### src/rtl/systolic_feeder.sv
// rtl/systolic_feeder.sv - operand capture and skewed A/B stream feeder for a DIMxDIM systolic array
module systolic_feeder #(
    parameter int WIDTH       = 32,
    parameter int DIM         = 4,
    parameter int DRAIN_EXTRA = 1
) (
    input  logic             clk,
    input  logic             rst,
    input  logic             in_valid,
    output logic             in_ready,
    input  logic [WIDTH-1:0] a_mat [DIM][DIM],
    input  logic [WIDTH-1:0] b_mat [DIM][DIM],
    output logic             acc_clr,
    output logic [WIDTH-1:0] a_out [DIM],
    output logic [WIDTH-1:0] b_out [DIM],
    output logic             busy,
    output logic             done
);

    localparam int CW = $clog2(2 * DIM + DRAIN_EXTRA);
    localparam logic [CW-1:0] FEED_LAST  = CW'(2 * DIM - 2);
    // Drain spans DIM+DRAIN_EXTRA cycles so done lands in cycle 3*DIM+DRAIN_EXTRA+1 after the handshake.
    localparam logic [CW-1:0] DRAIN_LAST = CW'(DIM - 1 + DRAIN_EXTRA);

    typedef enum logic [2:0] {IDLE, CLEAR, FEED, DRAIN, DONE} state_t;

    state_t           state;
    logic [CW-1:0]    cnt;
    logic [WIDTH-1:0] a_reg [DIM][DIM];
    logic [WIDTH-1:0] b_reg [DIM][DIM];

    always_ff @(posedge clk) begin
        if (rst) begin
            state    <= IDLE;
            cnt      <= '0;
            in_ready <= 1'b1;
            busy     <= 1'b0;
            acc_clr  <= 1'b0;
            done     <= 1'b0;
        end else begin
            case (state)
                IDLE: begin
                    if (in_valid && in_ready) begin
                        a_reg    <= a_mat;
                        b_reg    <= b_mat;
                        state    <= CLEAR;
                        in_ready <= 1'b0;
                        busy     <= 1'b1;
                        acc_clr  <= 1'b1;
                    end
                end
                CLEAR: begin
                    state   <= FEED;
                    acc_clr <= 1'b0;
                    cnt     <= '0;
                end
                FEED: begin
                    if (cnt == FEED_LAST) begin
                        state <= DRAIN;
                        cnt   <= '0;
                    end else begin
                        cnt <= cnt + 1'b1;
                    end
                end
                DRAIN: begin
                    if (cnt == DRAIN_LAST) begin
                        state <= DONE;
                        done  <= 1'b1;
                        cnt   <= '0;
                    end else begin
                        cnt <= cnt + 1'b1;
                    end
                end
                DONE: begin
                    state    <= IDLE;
                    done     <= 1'b0;
                    busy     <= 1'b0;
                    in_ready <= 1'b1;
                end
                default: begin
                    state    <= IDLE;
                    cnt      <= '0;
                    in_ready <= 1'b1;
                    busy     <= 1'b0;
                    acc_clr  <= 1'b0;
                    done     <= 1'b0;
                end
            endcase
        end
    end

    // Row i carries A[i][k] and column j carries B[k][j] at feed step t = i+k (resp. j+k).
    always_comb begin
        for (int i = 0; i < DIM; i++) begin
            a_out[i] = '0;
            b_out[i] = '0;
        end
        if (state == FEED) begin
            for (int i = 0; i < DIM; i++) begin
                for (int k = 0; k < DIM; k++) begin
                    if (int'(cnt) == i + k) begin
                        a_out[i] = a_reg[i][k];
                        b_out[i] = b_reg[k][i];
                    end
                end
            end
        end
    end

endmodule

### config.mk
export PLATFORM = sky130hd
export DESIGN_NAME = systolic_feeder
export DESIGN_NICKNAME = d
export VERILOG_FILES = /design/src/rtl/systolic_feeder.sv
export SDC_FILE = /design/constraint.sdc
export NUM_CORES = 1
export LEC_CHECK = 0
export BUFFER_PORTS_ARGS = -buffer_cell sky130_fd_sc_hd__buf_2
export CAP_MARGIN = 25
export CELL_PAD_IN_SITES_DETAIL_PLACEMENT = 1
export CELL_PAD_IN_SITES_GLOBAL_PLACEMENT = 1
export CORE_AREA = 2 2 502 504
export DETAILED_ROUTE_END_ITERATION = 6
export DIE_AREA = 0 0 504 506
export HOLD_SLACK_MARGIN = 0.05
export PLACE_DENSITY = 0.44
export SLEW_MARGIN = 20
export SYNTH_ARGS = -nofsm -noshare
export SYNTH_HDL_FRONTEND = slang
export SYNTH_SLANG_ARGS = --single-unit
### constraint.sdc
create_clock -name clk -period 30.8 [get_ports clk]
set_input_delay 4.62 -clock clk [delete_from_list [all_inputs] [get_ports clk]]
set_output_delay 4.62 -clock clk [all_outputs]
set_load 0.01 [all_outputs]
==> reports/qor.csv <==
stage;metric;value;unit
clocking;# hold bufs at CTS;0;
detailed_routing;drt via density;4.03;
synthesis;synthesized cell area;40200;um^2
worst_setup_path;CP endpoint kind;output pin;
clocking;Worst-path clk slew;0.06;ns
sta;setup TNS;0;ns
detailed_routing;DRC viols;0;
layout;Layout area overhead;36.2;%
clocking;CTS Sinks;1035;
synthesis;main flop type after synthesis;edfxtp_1;
power;leakage;19.6;nW
status;status;complete, no violations;
sta;Final Hold Vio Count;0;
power;Net Sw Frac;25.7;%
global_routing;gr usage total;15.6;%
synthesis;most common cell in the netlist;edfxtp_1;
synthesis;Yosys cell types;39;
layout;area of the multi-input gates;8270;um^2
detailed_routing;routed length per placed instance;28.1;um
global_routing;vias in the first global route;30800;
clocking;CTS root buf;clkbuf_16;
power;peak supply drop;43.8;uV
synthesis;asr flop ratio synth;0;%
worst_setup_path;most frequent CP cell;buf_4;
detailed_routing;via count;29700;
min_path;hold path depth;2;
worst_setup_path;worst-path fanout max;51;
synthesis;gate count of the mapped netlist;2630;
sta;worst relative slew slack;19.7;%
floorplanning;core region area;250000;um^2
power;internal power;2.65;mW
min_path;worst hold path type;flip-flop to flip-flop;
worst_setup_path;crit path DAT;4.88;ns
synthesis;number of synthesized flops with an enable pin;1024;
sta;setup violators final;0;
synthesis;Avg Cell Area, Syn;15.3;um^2
detailed_routing;drt initial violations;2187;
clocking;CTS tree;built;
floorplanning;Die ar.;255000;um^2
global_routing;antenna violations before repair;176;
power;Net Sw Power;0.916;mW
sta;Max Slew Vio Count;0;
power;power share of the combinational group;8.8;%
worst_setup_path;worst reg2reg path depth;5;
floorplanning;DIE HEIGHT;506;um
placed_design;half-perimeter wire length after placement;151000;um
sta;Final min period;9.50;ns
sta;fin crit share;30.8;%
sta;Worst Tran Pin Value;1.20;ns
worst_setup_path;Req. time, crit path;26.18;ns
power;PwrDens;65.2;nW/um^2
clocking;Post-CTS Resized;0;
placed_design;IO Port Bufs;1286;
synthesis;cell taking the most area after synthesis;edfxtp_1;
floorplanning;Initial Util;16.1;%
power;Reg power frac;47.0;%
detailed_routing;DR pass1 iterations;5;
power;Clock power frac;44.2;%
sta;fmax;105;MHz
clocking;clk_lat worst skew;0.78;ns
placed_design;routability congestion estimate;0.927;
synthesis;synth warn;0;
global_routing;first-pass GRT wire length;276000;um
worst_setup_path;max incr delay on CP;0.70;ns
floorplanning;row count;184;
synthesis;largest cells by area after synthesis;edfxtp_1 (76%), a21oi_1 (4.7%), o21ai_0 (2.4%);
detailed_routing;Antenna Nets Post-Route;0;
clocking;Clock H-tree levels;4;
worst_setup_path;Worst setup SP type;flip-flop;
layout;number of fill cells;28000;
worst_setup_path;critical-path cell list;inv_1 -> ha_4 -> and2_4 -> buf_4 -> buf_4 -> a22oi_1 -> a2bb2oi_1 -> a21oi_1 -> buf_2;
global_routing;largest net degree at the start of global routing;168;
clocking;Max Buffers Root-to-Sink;3;
layout;Net count, final;4907;
synthesis;most frequent cells after synthesis;edfxtp_1 (1024), a21oi_1 (375), nor2_1 (199), o21ai_0 (195), nand2_1 (122);
floorplanning;io pins;1287;
sta;RSZ-0062 raised after global routing;no;
floorplanning;die width;504;um
layout;FF/Latch Area;31000;um^2
run;Max-Cap Viols;0;
detailed_routing;WL final;207000;um
synthesis;#FFs+latches synth;1035;
clocking;postcts setup bufs;0;
layout;layout cells sized above 1;41.5;%
synthesis;share of the synthesized area in the top cell type;76.5;%
sta;Clock Skews;0.0278;ns
sta;Hold WS;0.528;ns
synthesis;Synthesized Nets;3661;
global_routing;grt ovf;0;
worst_setup_path;slowest CP cell;buf_4;
worst_setup_path;worst setup path category;flip-flop to output pin;
synthesis;sequential-to-total area share from yosys stat;77.0;%
clocking;CTS Buf Count;134;
==> final timing paths <==
kind,from,to,slack [ns]
setup / recovery,cnt[0],a_out[11],21.30
hold / removal,acc_clr,acc_clr,0.53
setup reg to reg,state[1],b_reg[122],25.69
hold reg to reg,acc_clr,acc_clr,0.53
==> metal layers <==
metal / routed length, um / GRT usage [%] / up-vias
met2: 99700 / 26.3 / 1327
met1: 83800 / 18.7 / 15000
li1: - / - / 12900
met4: 4810 / 3.54 / 134
met3: 17800 / 5.91 / 391
met5: 835 / 0 / -
==> layout make-up <==
class / instances / area share (%)
sequential: 1035 / 56.6
inverter: 2 / 0.0137
clock buffer: 170 / 6.41
timing repair buffer: 1331 / 12.6
tap: 3348 / 7.65
clock inverter: 68 / 1.47
antenna: 50 / 0.228
multi-input combinational: 1372 / 15.1
==> power by group through the flow <==
| stage | Clock, mW | Combinational, mW | Sequential (mW) |
|---|---|---|---|
| after floorplan | 0 | 0.148 | 1.79 |
| after global placement | 0 | 0.319 | 1.71 |
| after detailed placement | 0 | 0.321 | 1.71 |
| after CTS | 1.63 | 0.323 | 1.68 |
| after global routing | 1.68 | 0.345 | 1.68 |
| final | 1.58 | 0.314 | 1.68 |
==> kinds of logic after synthesis <==
kind of cell / Yosys count / share of synthesized area, %
buffers and inverters: 223 / 2.63
AOI/OAI and AO/OA: 911 / 14.7
DFF: 1035 / 77.0
and+or+nand+nor: 457 / 5.54
adders and majority gates: 4 / 0.125
==> through the flow <==
stage                     util, %  setup WS (ns)  instance area [um^2]  instances  total power, mW
after floorplan                 -           1.67                 40200       2630             1.94
after global placement       20.1          21.78                 50300       7085             2.03
after detailed placement     20.1          21.70                 50300       7086             2.03
after CTS                    21.8          20.86                 54600       7324             3.64
after global routing         21.9          21.00                 54700       7339             3.71
final                        21.9          21.30                 54800       7376             3.57
==> worst max-delay path, delay by kind of cell, from the launching register on <==
| kind | cells | cell delay, ns |
|---|---|---|
| AOI/OAI and AO/OA | 3 | 0.80 |
| adders and majority gates | 1 | 0.41 |
| buffers and inverters | 4 | 1.73 |
| DFF | 1 | 0.38 |
| and+or+nand+nor | 1 | 0.61 |
==> placed cells by master, fill, tap and decap left out, types with 50 or more instances in the layout <==
cell type,netlist,layout
a21oi_1,375,375
a221oi_1,64,64
a22oi_1,81,81
a2bb2oi_1,81,81
buf_2,67,1286
clkbuf_16,0,135
diode_2,0,50
edfxtp_1,1024,1024
nand2_1,122,120
nand3b_1,113,113
nor2_1,199,199
o21ai_0,195,194
o221a_2,64,64
Power figures use the tool's default switching activity.
